$ cat src/rtl/adpll_lock_ctrl_if.sv
// Phase-detector error sample bus feeding the ADPLL lock controller.
interface adpll_lock_ctrl_if #(
    parameter int unsigned ERROR_WIDTH = 8
);
    logic                          error_valid_i;
    logic signed [ERROR_WIDTH-1:0] error_i;

    modport master (output error_valid_i, error_i);
    modport slave  (input  error_valid_i, error_i);
endinterface

$ cat src/rtl/adpll_lock_ctrl.sv
// Lock sequencer for a ring-oscillator ADPLL: reset, warm-up, acquisition with
// wide gains, tracking with narrow gains, lock-loss detection and timeout.
module adpll_lock_ctrl #(
    parameter int unsigned          ERROR_WIDTH   = 8,
    parameter int unsigned          KP_WIDTH      = 4,
    parameter int unsigned          KI_WIDTH      = 4,
    parameter logic [KP_WIDTH-1:0]  KP_ACQ        = 4'b0100,
    parameter logic [KI_WIDTH-1:0]  KI_ACQ        = 4'b0010,
    parameter logic [KP_WIDTH-1:0]  KP_TRK        = 4'b0010,
    parameter logic [KI_WIDTH-1:0]  KI_TRK        = 4'b0001,
    parameter int unsigned          RST_CYCLES    = 16,
    parameter int unsigned          WARMUP_CYCLES = 64,
    parameter int unsigned          ACQ_THRESH    = 2,
    parameter int unsigned          UNLOCK_THRESH = 8,
    parameter int unsigned          ACQ_COUNT     = 8,
    parameter int unsigned          UNLOCK_COUNT  = 4,
    parameter int unsigned          ACQ_TIMEOUT   = 255
) (
    input  logic                    fpga_clk_i,
    input  logic                    reset_i,
    input  logic                    start_i,
    adpll_lock_ctrl_if.slave        err_if,
    output logic                    pll_reset_o,
    output logic                    ring_enable_o,
    output logic [KP_WIDTH-1:0]     kp_o,
    output logic [KI_WIDTH-1:0]     ki_o,
    output logic                    locked_o,
    output logic                    fail_o,
    output logic [2:0]              state_o,
    output logic [7:0]              unlock_cnt_o
);

    localparam int unsigned TMR_W = 8;
    localparam int unsigned CNT_W = 8;
    localparam int unsigned MAG_W = ERROR_WIDTH + 1;

    typedef enum logic [2:0] {
        S_IDLE    = 3'd0,
        S_PLL_RST = 3'd1,
        S_WARMUP  = 3'd2,
        S_ACQUIRE = 3'd3,
        S_TRACK   = 3'd4,
        S_FAIL    = 3'd5
    } state_t;

    state_t             r_state;
    state_t             w_state_nxt;
    logic [TMR_W-1:0]   r_tmr, w_tmr_nxt;
    logic [CNT_W-1:0]   r_good, w_good_nxt;
    logic [CNT_W-1:0]   r_samp, w_samp_nxt;
    logic [CNT_W-1:0]   r_bad, w_bad_nxt;
    logic [7:0]         r_unl, w_unl_nxt;

    logic                    r_pll_reset, w_pll_reset;
    logic                    r_ring_en, w_ring_en;
    logic [KP_WIDTH-1:0]     r_kp, w_kp;
    logic [KI_WIDTH-1:0]     r_ki, w_ki;
    logic                    r_locked, w_locked;
    logic                    r_fail, w_fail;

    logic signed [MAG_W-1:0] w_ext;
    logic [MAG_W-1:0]        w_mag;
    logic                    w_small, w_big;

    // One extra bit so the most negative sample maps to its true magnitude.
    always_comb begin
        w_ext   = {err_if.error_i[ERROR_WIDTH-1], err_if.error_i};
        w_mag   = w_ext[MAG_W-1] ? MAG_W'(-w_ext) : MAG_W'(w_ext);
        w_small = (w_mag <= MAG_W'(ACQ_THRESH));
        w_big   = (w_mag >  MAG_W'(UNLOCK_THRESH));
    end

    always_ff @(posedge fpga_clk_i) begin
        if (!reset_i) begin
            r_state     <= S_IDLE;
            r_tmr       <= '0;
            r_good      <= '0;
            r_samp      <= '0;
            r_bad       <= '0;
            r_unl       <= '0;
            r_pll_reset <= 1'b1;
            r_ring_en   <= 1'b0;
            r_kp        <= KP_ACQ;
            r_ki        <= KI_ACQ;
            r_locked    <= 1'b0;
            r_fail      <= 1'b0;
        end else begin
            r_state     <= w_state_nxt;
            r_tmr       <= w_tmr_nxt;
            r_good      <= w_good_nxt;
            r_samp      <= w_samp_nxt;
            r_bad       <= w_bad_nxt;
            r_unl       <= w_unl_nxt;
            r_pll_reset <= w_pll_reset;
            r_ring_en   <= w_ring_en;
            r_kp        <= w_kp;
            r_ki        <= w_ki;
            r_locked    <= w_locked;
            r_fail      <= w_fail;
        end
    end

    // Dropping start_i overrides every other transition.
    always_comb begin
        w_state_nxt = r_state;
        w_tmr_nxt   = r_tmr;
        w_good_nxt  = r_good;
        w_samp_nxt  = r_samp;
        w_bad_nxt   = r_bad;
        w_unl_nxt   = r_unl;
        if (r_state != S_IDLE && !start_i) begin
            w_state_nxt = S_IDLE;
            w_tmr_nxt   = '0;
            w_good_nxt  = '0;
            w_samp_nxt  = '0;
            w_bad_nxt   = '0;
        end else begin
            case (r_state)
                S_IDLE: begin
                    if (start_i) begin
                        w_state_nxt = S_PLL_RST;
                        w_tmr_nxt   = '0;
                    end
                end
                S_PLL_RST: begin
                    if (r_tmr == TMR_W'(RST_CYCLES - 1)) begin
                        w_state_nxt = S_WARMUP;
                        w_tmr_nxt   = '0;
                    end else begin
                        w_tmr_nxt   = r_tmr + TMR_W'(1);
                    end
                end
                S_WARMUP: begin
                    if (r_tmr == TMR_W'(WARMUP_CYCLES - 1)) begin
                        w_state_nxt = S_ACQUIRE;
                        w_tmr_nxt   = '0;
                        w_good_nxt  = '0;
                        w_samp_nxt  = '0;
                    end else begin
                        w_tmr_nxt   = r_tmr + TMR_W'(1);
                    end
                end
                S_ACQUIRE: begin
                    if (err_if.error_valid_i) begin
                        w_good_nxt = w_small ? r_good + CNT_W'(1) : '0;
                        w_samp_nxt = r_samp + CNT_W'(1);
                        // Lock qualification takes priority over timeout.
                        if (w_good_nxt == CNT_W'(ACQ_COUNT)) begin
                            w_state_nxt = S_TRACK;
                            w_bad_nxt   = '0;
                        end else if (w_samp_nxt == CNT_W'(ACQ_TIMEOUT)) begin
                            w_state_nxt = S_FAIL;
                        end
                    end
                end
                S_TRACK: begin
                    if (err_if.error_valid_i) begin
                        w_bad_nxt = w_big ? r_bad + CNT_W'(1) : '0;
                        if (w_bad_nxt == CNT_W'(UNLOCK_COUNT)) begin
                            w_state_nxt = S_ACQUIRE;
                            w_good_nxt  = '0;
                            w_samp_nxt  = '0;
                            w_unl_nxt   = (r_unl == 8'hFF) ? r_unl : r_unl + 8'd1;
                        end
                    end
                end
                S_FAIL: begin
                    w_state_nxt = S_FAIL;
                end
                default: begin
                    w_state_nxt = S_IDLE;
                end
            endcase
        end
    end

    // Outputs decoded from the next state so they register alongside it.
    always_comb begin
        w_pll_reset = 1'b1;
        w_ring_en   = 1'b0;
        w_kp        = KP_ACQ;
        w_ki        = KI_ACQ;
        w_locked    = 1'b0;
        w_fail      = 1'b0;
        case (w_state_nxt)
            S_PLL_RST: begin
                w_ring_en   = 1'b1;
            end
            S_WARMUP, S_ACQUIRE: begin
                w_pll_reset = 1'b0;
                w_ring_en   = 1'b1;
            end
            S_TRACK: begin
                w_pll_reset = 1'b0;
                w_ring_en   = 1'b1;
                w_kp        = KP_TRK;
                w_ki        = KI_TRK;
                w_locked    = 1'b1;
            end
            S_FAIL: begin
                w_fail      = 1'b1;
            end
            default: begin
                w_pll_reset = 1'b1;
            end
        endcase
    end

    assign pll_reset_o   = r_pll_reset;
    assign ring_enable_o = r_ring_en;
    assign kp_o          = r_kp;
    assign ki_o          = r_ki;
    assign locked_o      = r_locked;
    assign fail_o        = r_fail;
    assign state_o       = r_state;
    assign unlock_cnt_o  = r_unl;

endmodule

$ cat src/flat_wrapper.sv
// flat-port wrapper written by rule: the top's interface ports become plain ports
module adpll_lock_ctrl_flat 
#(
    parameter int unsigned          ERROR_WIDTH   = 8,
    parameter int unsigned          KP_WIDTH      = 4,
    parameter int unsigned          KI_WIDTH      = 4,
    parameter logic [KP_WIDTH-1:0]  KP_ACQ        = 4'b0100,
    parameter logic [KI_WIDTH-1:0]  KI_ACQ        = 4'b0010,
    parameter logic [KP_WIDTH-1:0]  KP_TRK        = 4'b0010,
    parameter logic [KI_WIDTH-1:0]  KI_TRK        = 4'b0001,
    parameter int unsigned          RST_CYCLES    = 16,
    parameter int unsigned          WARMUP_CYCLES = 64,
    parameter int unsigned          ACQ_THRESH    = 2,
    parameter int unsigned          UNLOCK_THRESH = 8,
    parameter int unsigned          ACQ_COUNT     = 8,
    parameter int unsigned          UNLOCK_COUNT  = 4,
    parameter int unsigned          ACQ_TIMEOUT   = 255
)
  (fpga_clk_i, reset_i, start_i, pll_reset_o, ring_enable_o, kp_o, ki_o, locked_o, fail_o, state_o, unlock_cnt_o, err_if_error_valid_i, err_if_error_i);
  adpll_lock_ctrl_if #(.ERROR_WIDTH(ERROR_WIDTH)) err_if_i ();
  input  logic fpga_clk_i;
  input  logic reset_i;
  input  logic start_i;
  output logic pll_reset_o;
  output logic ring_enable_o;
  output logic [KP_WIDTH-1:0] kp_o;
  output logic [KI_WIDTH-1:0] ki_o;
  output logic locked_o;
  output logic fail_o;
  output logic [2:0] state_o;
  output logic [7:0] unlock_cnt_o;
  input wire logic [$bits(err_if_i.error_valid_i)-1:0] err_if_error_valid_i;
  input wire logic [$bits(err_if_i.error_i)-1:0] err_if_error_i;
  assign err_if_i.error_valid_i = err_if_error_valid_i;
  assign err_if_i.error_i = err_if_error_i;
  adpll_lock_ctrl #(.ERROR_WIDTH(ERROR_WIDTH), .KP_WIDTH(KP_WIDTH), .KI_WIDTH(KI_WIDTH), .KP_ACQ(KP_ACQ), .KI_ACQ(KI_ACQ), .KP_TRK(KP_TRK), .KI_TRK(KI_TRK), .RST_CYCLES(RST_CYCLES), .WARMUP_CYCLES(WARMUP_CYCLES), .ACQ_THRESH(ACQ_THRESH), .UNLOCK_THRESH(UNLOCK_THRESH), .ACQ_COUNT(ACQ_COUNT), .UNLOCK_COUNT(UNLOCK_COUNT), .ACQ_TIMEOUT(ACQ_TIMEOUT)) u_core (.fpga_clk_i(fpga_clk_i), .reset_i(reset_i), .start_i(start_i), .err_if(err_if_i), .pll_reset_o(pll_reset_o), .ring_enable_o(ring_enable_o), .kp_o(kp_o), .ki_o(ki_o), .locked_o(locked_o), .fail_o(fail_o), .state_o(state_o), .unlock_cnt_o(unlock_cnt_o));
endmodule
$ cat config.mk
export PLATFORM = sky130hd
export DESIGN_NAME = adpll_lock_ctrl_flat
export DESIGN_NICKNAME = d
export VERILOG_FILES = /design/src/rtl/adpll_lock_ctrl_if.sv /design/src/rtl/adpll_lock_ctrl.sv /design/src/flat_wrapper.sv
export SDC_FILE = /design/constraint.sdc
export NUM_CORES = 1
export LEC_CHECK = 0
export ABC_CLOCK_PERIOD_IN_PS = 3600
export CORE_UTILIZATION = 25
export CTS_CLUSTER_DIAMETER = 60
export DETAILED_ROUTE_END_ITERATION = 10
export PLACE_DENSITY = 0.45
export SYNTH_ARGS = -nofsm -noshare
export SYNTH_HDL_FRONTEND = slang
export SYNTH_SLANG_ARGS = --single-unit
$ cat constraint.sdc
create_clock -name fpga_clk_i -period 3.6 [get_ports fpga_clk_i]
set_input_delay 0.36 -clock fpga_clk_i [delete_from_list [all_inputs] [get_ports fpga_clk_i]]
set_output_delay 0.36 -clock fpga_clk_i [all_outputs]
set_load 0.05 [all_outputs]
==> results.tsv <==
metric	value	unit
worst-setup-path-type	input port to flop	
drt_iter0_drc	121	
required	3.83	ns
mostFrequentLayoutCells	48 x dfxtp_1, 30 x nor2_1, 30 x clkdlybuf4s50_1	
pin_count	35	
die_x	109	µm
crit_slowest_cell	or4b_1	
finalHoldViolCount	0	
clockRootBuffer	clkbuf_16	
ant_nets	0	
cts_buffers	5	
status	completed	
via_per_inst	5.03	
fmax	319	MHz
dieArea	0.0118	mm²
cts_htree_levels	2	
seqPwrFrac	0.490	
syn_avg_cell_area	8.11	µm²
post-route-min-period	3.14	ns
end_kind	flop	
final-setup-viol-count	0	
area_growth	19.8	%
cts_resized	0	
core-area	0.0110	mm²
netlist_area	0.00285	mm²
ys_ff_latch	48	
drt-pass1-iter-count	4	
placed_area	0.00326	mm²
crit_path_max_fanout	6	
hp-class	flop to flop	
tns	0	ns
maxCapViolCount	0	
start_kind	input port	
mostFrequentLayoutCell	dfxtp_1	
nFillCells	1182	
synth_cell_type_count	59	
cts_max_path_buffers	2	
relSlewSlack	0.418	
power.density	321	mW/mm²
yosysWarnings	0	
rows	38	
wl	6930	µm
num_antenna_cells	0	
finish.instance_area	0.00341	mm²
clk_pin_slew	0.07	ns
antenna_found_initial	0	
crit_chain	clkdlybuf4s50_1, inv_1, ha_1, or3b_1, a2111oi_2, or3_1, nand3_1, or2_1, or4b_1, a21oi_1	
dpl.hpwl	5080	µm
grt_pass1_vias	2426	
initial_core_util	0.259	
placed_cells	507	
drive_gt1_frac	0.0453	
final_cells	515	
place.gp.congestion	0.750	
post-cts-setup-buffer-count	0	
drv_slew	0	
cts_tree	built	
synthArstFlopShare	0	
ir_drop	158	µV
power.internal	824	µW
fin_util	0.311	
sw_frac_of_total	0.247	
synth_cells	351	
cts_hold_buf	0	
clock_skew	0.0101	ns
fin_nets	393	
clk_latency	0.29	ns
power	1090	µW
rsz0062_at_grt	no	
ys.flop_type	dfxtp_1	
grt-ovfl-total	0	
port_buffers	30	
grt_max_degree	20	
arrival	3.37	ns
power.switching	270	µW
timing.final.crit_share	0.872	
clock_power_share	0.432	
die_h	109	µm
yosysSeqAreaShare	0.337	
worst_pin_slew	0.865	ns
track_usage	0.125	
wl_per_cell	13.5	µm
synth_edf_count	0	
vias	2593	
p_comb_frac	0.078	
cts.sinks	48	
leakage	0.00116	µW
worst_path_largest_cell_delay	0.50	ns
drc	0	
grt_pass1_wl	11700	µm
## layer usage
| layer | GRT usage | up-vias | wire (µm) |
|---|---|---|---|
| met4 | 0.0579 | 0 | 149 |
| li1 | - | 1328 | - |
| met2 | 0.212 | 36 | 3270 |
| met1 | 0.152 | 1217 | 3300 |
| met5 | 0 | - | 0 |
| met3 | 0.0233 | 12 | 208 |
## through the flow
| stage | worst slack [ns] | hold slack [ns] |
|---|---|---|
| floorplan | 0.810 | 0.463 |
| global placement | 0.243 | 0.478 |
| detailed placement | 0.112 | 0.493 |
| CTS | 0.410 | 0.504 |
| global route | 0.211 | 0.531 |
| finish | 0.461 | 0.496 |
## Yosys cell counts, drive strengths merged (4+ instances only)
library cell / number / share of area
nand2: 25 / 0.033
a21oi: 26 / 0.046
nor3: 8 / 0.014
nand2b: 5 / 0.011
nor3b: 4 / 0.011
xor2: 7 / 0.022
o21ai: 14 / 0.025
mux2i: 4 / 0.014
dfxtp: 48 / 0.34
nand4: 9 / 0.020
nor2b: 6 / 0.013
inv: 10 / 0.013
nor4: 5 / 0.011
nor2: 30 / 0.040
and3: 8 / 0.018
clkbuf: 12 / 0.016
a311oi: 6 / 0.018
and2: 11 / 0.024
ha: 7 / 0.031
xnor2: 15 / 0.046
a31oi: 7 / 0.015
buf: 9 / 0.022
or3: 8 / 0.018
or2: 4 / 0.0088
nand3: 15 / 0.026
## layout make-up
| cell class | count | area, µm² | area share |
|---|---|---|---|
| clock buffer | 5 | 125 | 0.0367 |
| clock inverter | 3 | 23.8 | 0.00697 |
| inverter | 10 | 37.5 | 0.0110 |
| multi-input combinational | 275 | 1760 | 0.515 |
| sequential | 48 | 961 | 0.282 |
| tap | 140 | 175 | 0.0514 |
| timing repair buffer | 34 | 330 | 0.0968 |
## registers in the layout (all words and copies together), names as in the netlist
| register | flops |
|---|---|
| u_core.fail_o | 1 |
| u_core.ring_enable_o | 1 |
| u_core.r_good | 8 |
| u_core.state_o | 3 |
| u_core.r_tmr | 8 |
| u_core.r_bad | 8 |
| u_core.pll_reset_o | 1 |
| u_core.kp_o | 2 |
| u_core.unlock_cnt_o | 8 |
| u_core.r_samp | 8 |
## critical path, delay by kind of cell
kind / cells / cell delay, ns
compound gates: 2 / 0.51
fa+ha+maj: 1 / 0.24
buf+inv: 2 / 0.62
simple gates: 5 / 1.62
## cells by family (layout without fill, tap and decap cells)
kind of cell / after synthesis / in the layout / synth area share
AO/OA/AOI/OAI: 82 / 82 / 0.195
XOR/XNOR: 22 / 22 / 0.0677
adder cells (fa/ha/maj): 7 / 7 / 0.0308
buffers and inverters: 31 / 52 / 0.0505
flip-flops: 48 / 48 / 0.337
multiplexers: 4 / 4 / 0.0141
other: 1 / 4 / 0.00132
AND/OR/NAND/NOR: 156 / 156 / 0.303
## power by group through the flow
stage / Combinational, µW / Clock, µW / Sequential, µW
floorplan: 52.0 / 0 / 552
global placement: 85.1 / 0 / 549
detailed placement: 85.8 / 0 / 548
finish: 85.1 / 472 / 536
global route: 93.2 / 513 / 536
CTS: 86.0 / 491 / 536
## path summary, 6_finish.rpt
kind	cells after the start	end	slack [ns]	from
setup / recovery	10	u_core.r_good[4]	0.46	err_if_error_i[0]
hold / removal	2	u_core.r_tmr[1]	0.50	u_core.r_tmr[1]
setup reg to reg	8	u_core.r_good[4]	0.58	u_core.r_bad[0]
hold reg to reg	2	u_core.r_tmr[1]	0.50	u_core.r_tmr[1]
Note: power is estimated with default switching activity, not from simulation.
